### src/rtl/pu_msp430_dac_spi_rx_if.sv
// Peripheral bus bundle for the DAC SPI receiver: word address, write data,
// enable and byte write strobes from the CPU side, read data back.
interface pu_msp430_dac_spi_rx_if;
    logic [13:0] per_addr;
    logic [15:0] per_din;
    logic        per_en;
    logic [1:0]  per_we;
    logic [15:0] per_dout;

    modport master (
        output per_addr, per_din, per_en, per_we,
        input  per_dout
    );

    modport slave (
        input  per_addr, per_din, per_en, per_we,
        output per_dout
    );
endinterface

### src/rtl/pu_msp430_dac_spi_rx.sv
// DAC serial-link frame receiver: oversamples sclk/sync_n/din on mclk, deserializes
// 16-bit MSB-first frames and exposes value, status and error count on the peripheral bus.
module pu_msp430_dac_spi_rx #(
    parameter int          SYNC_STAGES = 2,
    parameter logic [15:0] BASE_ADDR   = 16'h01A0
) (
    input  logic                         mclk,
    input  logic                         puc_rst_n,
    input  logic                         sclk,
    input  logic                         sync_n,
    input  logic                         din,
    pu_msp430_dac_spi_rx_if.slave        per,
    output logic [11:0]                  dac_value,
    output logic [1:0]                   dac_pd,
    output logic                         dac_update,
    output logic                         frame_err,
    output logic                         irq
);

    typedef enum logic [1:0] {
        IDLE  = 2'd0,
        SHIFT = 2'd1,
        DONE  = 2'd2
    } state_t;

    logic [SYNC_STAGES-1:0] sclk_sy_p0;
    logic [SYNC_STAGES-1:0] sync_sy_p0;
    logic [SYNC_STAGES-1:0] din_sy_p0;
    logic                   sclk_hist_p1;
    logic                   sync_hist_p1;
    logic                   sclk_cur;
    logic                   sync_cur;
    logic                   din_cur;
    logic                   sclk_fe;
    logic                   sync_fe;
    logic                   sync_re;

    logic                   shift_p2;
    logic                   sync_fe_p2;
    logic                   sync_re_p2;
    logic                   din_p2;

    state_t                 state;
    logic [15:0]            sr;
    logic [15:0]            sr_next;
    logic [4:0]             bit_cnt;
    logic                   last_bit;
    logic                   complete;
    logic                   abort;

    logic                   new_flag;
    logic                   ien;
    logic                   en;
    logic [7:0]             err_cnt;

    logic                   sel;
    logic                   reg_wr;
    logic                   reg_rd;
    logic [2:0]             reg_off;
    logic                   wr_stat;
    logic                   wr_ctrl;
    logic                   unused_bits;

    // Stage p0: per-input synchronizer chains, idle levels on reset
    always_ff @(posedge mclk or negedge puc_rst_n) begin
        if (!puc_rst_n) begin
            sclk_sy_p0 <= '0;
            sync_sy_p0 <= '1;
            din_sy_p0  <= '0;
        end else begin
            sclk_sy_p0[0] <= sclk;
            sync_sy_p0[0] <= sync_n;
            din_sy_p0[0]  <= din;
            for (int i = 1; i < SYNC_STAGES; i++) begin
                sclk_sy_p0[i] <= sclk_sy_p0[i-1];
                sync_sy_p0[i] <= sync_sy_p0[i-1];
                din_sy_p0[i]  <= din_sy_p0[i-1];
            end
        end
    end

    assign sclk_cur = sclk_sy_p0[SYNC_STAGES-1];
    assign sync_cur = sync_sy_p0[SYNC_STAGES-1];
    assign din_cur  = din_sy_p0[SYNC_STAGES-1];

    // Stage p1: history flops for edge detection
    always_ff @(posedge mclk or negedge puc_rst_n) begin
        if (!puc_rst_n) begin
            sclk_hist_p1 <= 1'b0;
            sync_hist_p1 <= 1'b1;
        end else begin
            sclk_hist_p1 <= sclk_cur;
            sync_hist_p1 <= sync_cur;
        end
    end

    assign sclk_fe = sclk_hist_p1 & ~sclk_cur;
    assign sync_fe = sync_hist_p1 & ~sync_cur;
    assign sync_re = ~sync_hist_p1 & sync_cur;

    // Stage p2: registered events; a sample counts if sync_n was low up to this fall,
    // so a rise coinciding with the last fall still completes the frame
    always_ff @(posedge mclk or negedge puc_rst_n) begin
        if (!puc_rst_n) begin
            shift_p2   <= 1'b0;
            sync_fe_p2 <= 1'b0;
            sync_re_p2 <= 1'b0;
        end else begin
            shift_p2   <= sclk_fe & ~sync_hist_p1;
            sync_fe_p2 <= sync_fe;
            sync_re_p2 <= sync_re;
        end
    end

    always_ff @(posedge mclk) begin
        din_p2 <= din_cur;
    end

    assign sr_next  = {sr[14:0], din_p2};
    assign last_bit = shift_p2 && (bit_cnt == 5'd15);
    assign complete = en && (state == SHIFT) && last_bit;
    assign abort    = en && (state == SHIFT) && sync_re_p2 && !last_bit;

    // Stage p3: frame state machine and decoded outputs
    always_ff @(posedge mclk or negedge puc_rst_n) begin
        if (!puc_rst_n) begin
            state      <= IDLE;
            bit_cnt    <= 5'd0;
            dac_value  <= 12'd0;
            dac_pd     <= 2'd0;
            dac_update <= 1'b0;
            frame_err  <= 1'b0;
        end else begin
            dac_update <= 1'b0;
            frame_err  <= 1'b0;
            if (!en) begin
                state <= IDLE;
            end else begin
                case (state)
                    IDLE: begin
                        if (sync_fe_p2) begin
                            state   <= SHIFT;
                            bit_cnt <= 5'd0;
                        end
                    end
                    SHIFT: begin
                        if (shift_p2)
                            bit_cnt <= bit_cnt + 5'd1;
                        if (last_bit) begin
                            dac_value  <= sr_next[11:0];
                            dac_pd     <= sr_next[13:12];
                            dac_update <= 1'b1;
                            state      <= sync_re_p2 ? IDLE : DONE;
                        end else if (sync_re_p2) begin
                            frame_err <= 1'b1;
                            state     <= IDLE;
                        end
                    end
                    DONE: begin
                        if (sync_re_p2)
                            state <= IDLE;
                    end
                    default: state <= IDLE;
                endcase
            end
        end
    end

    always_ff @(posedge mclk) begin
        if (state == SHIFT && shift_p2)
            sr <= sr_next;
    end

    assign sel     = per.per_en && (per.per_addr[13:2] == BASE_ADDR[14:3]);
    assign reg_off = {per.per_addr[1:0], 1'b0};
    assign reg_wr  = sel && (|per.per_we);
    assign reg_rd  = sel && !(|per.per_we);
    assign wr_stat = reg_wr && (reg_off == 3'd2);
    assign wr_ctrl = reg_wr && (reg_off == 3'd4);

    // Hardware set of NEW beats a same-cycle clear; counter clear beats increment
    always_ff @(posedge mclk or negedge puc_rst_n) begin
        if (!puc_rst_n) begin
            new_flag <= 1'b0;
            ien      <= 1'b0;
            en       <= 1'b1;
            err_cnt  <= 8'd0;
        end else begin
            if (complete)
                new_flag <= 1'b1;
            else if (wr_stat && per.per_din[1])
                new_flag <= 1'b0;

            if (wr_stat && per.per_din[2])
                err_cnt <= 8'd0;
            else if (abort && (err_cnt != 8'hFF))
                err_cnt <= err_cnt + 8'd1;

            if (wr_ctrl) begin
                ien <= per.per_din[0];
                en  <= per.per_din[1];
            end
        end
    end

    always_comb begin
        per.per_dout = 16'h0000;
        if (reg_rd) begin
            case (reg_off)
                3'd0:    per.per_dout = {2'b00, dac_pd, dac_value};
                3'd2:    per.per_dout = {err_cnt, 5'b00000, 1'b0, new_flag, (state == SHIFT)};
                3'd4:    per.per_dout = {14'd0, en, ien};
                default: per.per_dout = 16'h0000;
            endcase
        end
    end

    assign irq = new_flag & ien;

    assign unused_bits = ^{per.per_din[15:3], sr[15]};

endmodule

### src/flat_wrapper.sv
// flat-port wrapper written by rule: the top's interface ports become plain ports
module pu_msp430_dac_spi_rx_flat 
#(
    parameter int          SYNC_STAGES = 2,
    parameter logic [15:0] BASE_ADDR   = 16'h01A0
)
  (mclk, puc_rst_n, sclk, sync_n, din, dac_value, dac_pd, dac_update, frame_err, irq, per_per_addr, per_per_din, per_per_en, per_per_we, per_per_dout);
  pu_msp430_dac_spi_rx_if per_i ();
  input  logic mclk;
  input  logic puc_rst_n;
  input  logic sclk;
  input  logic sync_n;
  input  logic din;
  output logic [11:0] dac_value;
  output logic [1:0] dac_pd;
  output logic dac_update;
  output logic frame_err;
  output logic irq;
  input wire logic [$bits(per_i.per_addr)-1:0] per_per_addr;
  input wire logic [$bits(per_i.per_din)-1:0] per_per_din;
  input wire logic [$bits(per_i.per_en)-1:0] per_per_en;
  input wire logic [$bits(per_i.per_we)-1:0] per_per_we;
  output wire logic [$bits(per_i.per_dout)-1:0] per_per_dout;
  assign per_i.per_addr = per_per_addr;
  assign per_i.per_din = per_per_din;
  assign per_i.per_en = per_per_en;
  assign per_i.per_we = per_per_we;
  assign per_per_dout = per_i.per_dout;
  pu_msp430_dac_spi_rx #(.SYNC_STAGES(SYNC_STAGES), .BASE_ADDR(BASE_ADDR)) u_core (.mclk(mclk), .puc_rst_n(puc_rst_n), .sclk(sclk), .sync_n(sync_n), .din(din), .per(per_i), .dac_value(dac_value), .dac_pd(dac_pd), .dac_update(dac_update), .frame_err(frame_err), .irq(irq));
endmodule
### config.mk
export PLATFORM = sky130hd
export DESIGN_NAME = pu_msp430_dac_spi_rx_flat
export DESIGN_NICKNAME = d
export VERILOG_FILES = /design/src/rtl/pu_msp430_dac_spi_rx_if.sv /design/src/rtl/pu_msp430_dac_spi_rx.sv /design/src/flat_wrapper.sv
export SDC_FILE = /design/constraint.sdc
export NUM_CORES = 1
export LEC_CHECK = 0
export ABC_CLOCK_PERIOD_IN_PS = 2100
export BUFFER_PORTS_ARGS = -buffer_cell sky130_fd_sc_hd__buf_2
export CORE_MARGIN = 5
export CORE_UTILIZATION = 25
export CTS_BUF_LIST = sky130_fd_sc_hd__clkbuf_4 sky130_fd_sc_hd__clkbuf_8
export DETAILED_ROUTE_END_ITERATION = 10
export SLEW_MARGIN = 5
export SYNTH_ARGS = -nofsm -noshare
export SYNTH_HDL_FRONTEND = slang
export SYNTH_SLANG_ARGS = --single-unit
### constraint.sdc
create_clock -name mclk -period 2.1 [get_ports mclk]
set_input_delay 0.42 -clock mclk [delete_from_list [all_inputs] [get_ports mclk]]
set_output_delay 0.42 -clock mclk [all_outputs]
set_load 0.01 [all_outputs]
==> reports/results.txt <==
The cell count after synthesis came out at 208. Among all flip-flop cells after synthesis, the most frequent one is dfrtp_1. Including well taps, the total number of placed cells is 409. With fillers left out, the area of the finished cells amounts to 3410 um2. After the last flow step, the layout net total stands at 326.

The transition at the pin with the smallest max-transition slack is 0.620 ns, and the minimum clock period is 2.14 ns. For the worst setup path, the data required time is 1.68 ns. Between clock sinks in the finished design, the worst skew comes to 0.0138 ns.

For the core occupancy in the finished layout, the log shows 33.3%. The vertical extent of the die is 112 um. The initialized floorplan defines 37 standard-cell rows. The share of the cycle needed by the critical path after routing was 102%; the final weighted congestion of routability-driven global placement was 0.760. The met2 routed wirelength was 2890 um; the deepest level of the CTS H-tree was 3. The worst-skew pair later-pin latency came out at 0.34 ns.

Ranked by total cell area, the synthesized netlist is headed by dfrtp_1 (39%), edfxtp_1 (15%), mux2_2 (6.9%), mux2i_1 (4.2%), dfstp_2 (4.0%). The first routing iteration left 44 violations. In the routed design, unresolved DRC markers number 0. Highest fanout seen on the critical path: 7. Maximum clock insertion buffer count: 2. The final reports fail on setup timing.

The run gives -0.0396 ns as the post-layout worst setup margin. For the synthesized net count, the log shows 249. The initial antenna violation count is 0, and the number of flops mapped to enable cells by yosys is 13. Entering global routing, the biggest net connects 27 pins. The share of layout cells above drive strength 1 came out at 44.5%. The total number of yosys warnings came out at 0. For the overall global routing resource usage, the log shows 9.84%. The worst setup path is launched from a primary input. The remaining global-route overflow came out at 0.

STA classifies the critical path endpoint as an output port. Power spread over the standard cell area amounts to 651 nW/um2. The core region is 10200 um2.

For the number of I/O pins, the log shows 71. After synthesis the netlist holds a flip-flop and latch count of 59. Combinational logic burns 4.2% of the power.

After synthesis, the share of flip-flops with an asynchronous set or reset is 76.3%. Cell area after synthesis: 2600 um2. The switching part of the total is 21.7%.

The commonest cells after synthesis are dfrtp_1 (41), nor2_1 (21), mux2_2 (16). The first global-routing pass estimated 9820 um of wire. The run finished, with violations left. The data arrival time of the worst path was 1.72 ns; the portion of total power attributed to the clock network was 42.3%. The final-report max-slew violation count was 0; the number of global-route vias before repair was 1987. For the number of endpoints with negative hold slack in the final report, the log shows 0. Setup repair after global routing could not meet its margin everywhere.

The min-delay analysis places its worst path in the category in -> async. During placement, the flow inserted port buffers numbering 57. Across the run, the number of max-cap violations was 0. The startpoint-to-endpoint class of the critical path was in -> out. The number of hold buffers added after CTS was 0. TritonCTS built the clock tree. After detailed routing, the number of vias per cell comes to 4.37.

The total power consumption of the routed design is 2.22 mW. Cell chosen for the clock root: clkbuf_8. The tools report the maximum clock rate as 467 MHz.

Leaving out filler cells and counting taps, the final layout contains 426. Cell taking the most area after synthesis: dfrtp_1. The run gives 1012 as the count of fill cells added during filler insertion. For the number of vias in the routed layout, the log shows 1861.

For this configuration, the core starts out at a cell density of 25.4%. In the final routed layout, each cell accounts on average for 13.8 um. The length of the first detailed-routing pass in iterations was 4. Synthesized area divided by synthesized cell count: 12.5 um2. Summing all flip-flop and latch instances after layout gives 1540 um2. The area used by multi-input combinational logic is 1060 um2, and the relative area change from synthesis to final layout is 31.2%. In this run the power spent charging and discharging nets is 481 uW. The tools report the post-DP HPWL as 4360 um. On the final layout, the worst hold slack is 0.101 ns. The tools report the worst slew slack as a fraction of its limit as 58.7%. Clock-pin slew was measured on the worst setup and hold paths at 0.07 ns. In the post-synthesis netlist, the cell with the most instances is dfrtp_1. Sequential elements use 59.3% of the synthesized area.

Counting every sink on the clock net gives 59. Topmost layer with routed signal wires: met4. For the share of power burned in registers, the log shows 53.5%.

The detailed router put a total of 2680 um of wire on met1. The logs give 5880 um for the total length of routed wires and 53 for the number of unique standard cell types used by synthesis. Number of antenna repair diodes: 0.

The area share of the largest cell type after synthesis was 39.5%. Setup violations remaining at the end of the flow were counted as 11. The full die area was 12500 um2; the die boundary width was 112 um. The internal portion of the total power is 1.74 mW.

Summed over all cells, the static leakage comes to 1.58 nW. The worst voltage drop across the vdd grid was 0.336 mV; the number of antenna-violating nets in the routed design was 0. The TritonCTS buffer count was 9. Summing all placed instances gives a cell area of 3140 um2. The tools report the met3 wirelength from detailed routing as 237 um.
flip-flops by register name, indices dropped and copies added, names as in the netlist, 2 cells and up:
name               cells
u_core.dac_pd          2
u_core.sclk_sy_p0      2
u_core.bit_cnt         5
u_core.err_cnt         8
u_core.state           2
u_core.dac_value      12
u_core.din_sy_p0       2
u_core.sync_sy_p0      2
u_core.sr             13
path summary, 6_finish.rpt:
| kind | start | to | slack, ns | cells past startpoint |
|---|---|---|---|---|
| max | per_per_addr[12] | per_per_dout[13] | -0.04 | 7 |
| min in group mclk | sync_n | u_core.sync_sy_p0[0]$_DFF_PN1_ | 0.20 | 1 |
| min reg2reg | u_core.sclk_sy_p0[0]$_DFF_PN0_ | u_core.sclk_sy_p0[1]$_DFF_PN0_ | 0.35 | 0 |
| max reg2reg | u_core.bit_cnt[1]$_DFFE_PN0P_ | u_core.err_cnt[5]$_DFFE_PN0P_ | 0.08 | 7 |
| min | puc_rst_n | u_core.dac_value[9]$_DFFE_PN0P_ | 0.10 | 1 |
| max in group asynchronous | puc_rst_n | u_core.sync_sy_p0[0]$_DFF_PN1_ | 1.35 | 2 |
worst max-delay path: stages:
cell and delay, ns:
buf_6 0.10, nor4b_4 0.28, nand4_1 0.21, or2_4 0.33, buf_6 0.15, nor2_1 0.08
buf_2 0.14
power groups by stage:
stage	sequential, mW	combinational, mW	clock (mW)
final	1.19	0.0934	0.939
after global routing	1.19	0.105	1.02
after CTS	1.19	0.0936	0.959
after detailed placement	1.21	0.0865	0
after global placement	1.21	0.0843	0
after floorplan	1.21	0.0270	0
logic make-up after synthesis:
logic type / after synthesis / share of synthesized area (%)
AOI/OAI and AO/OA: 23 / 6.31
and+or+nand+nor: 84 / 19.3
muxes: 27 / 11.2
adders and majority gates: 3 / 1.44
DFF: 59 / 59.3
buffers and inverters: 10 / 1.88
xor gates and xnor gates: 2 / 0.674
per-layer routing:
metal  GRT usage (%)  vias to the layer above
met1            12.3                      910
met4            3.61                        0
li1                -                      906
met2            16.1                       37
met3            3.10                        8
met5               0                        -
per-stage QoR:
step / setup WS [ns] / TNS [ns]
after floorplan: 0.0145 / 0
after global placement: -0.215 / -2.00
after detailed placement: -0.246 / -2.17
after CTS: -0.0718 / -0.673
after global routing: -0.0918 / -0.829
final: -0.0396 / -0.164
area by class of cell:
type                       count  share of cell area (%)
sequential                    59                    45.2
clock buffer                  13                    4.88
multi-input combinational    139                    31.2
clock inverter                 3                   0.440
timing repair buffer          72                    12.9
inverter                       4                   0.440
tap                          136                    4.99
layout by cell type, fill, tap and decap left out, drive strengths merged, types with 2 or more instances in the layout:
cell / n
nor3: 2
o31ai: 3
buf: 72
and3: 3
nor2: 21
nor4: 3
and2b: 2
nor2b: 5
mux2: 16
edfxtp: 13
a21oi: 7
nand4: 3
dfstp: 4
clkbuf: 13
nand2: 10
nand2b: 4
or2: 2
nor4b: 2
dfrtp: 41
o21ai: 4
mux2i: 11
inv: 4
and2: 6
clkinv: 3
nor3b: 10
nand3: 5
ha: 3
what timing repair did:
action                     CTS  global route
buffers inserted             0             1
pin swaps                    8             6
setup endpoints to repair   14            19
gates cloned                 0             0
resized for setup           12             7
Note: power is estimated with default switching activity, not from simulation.
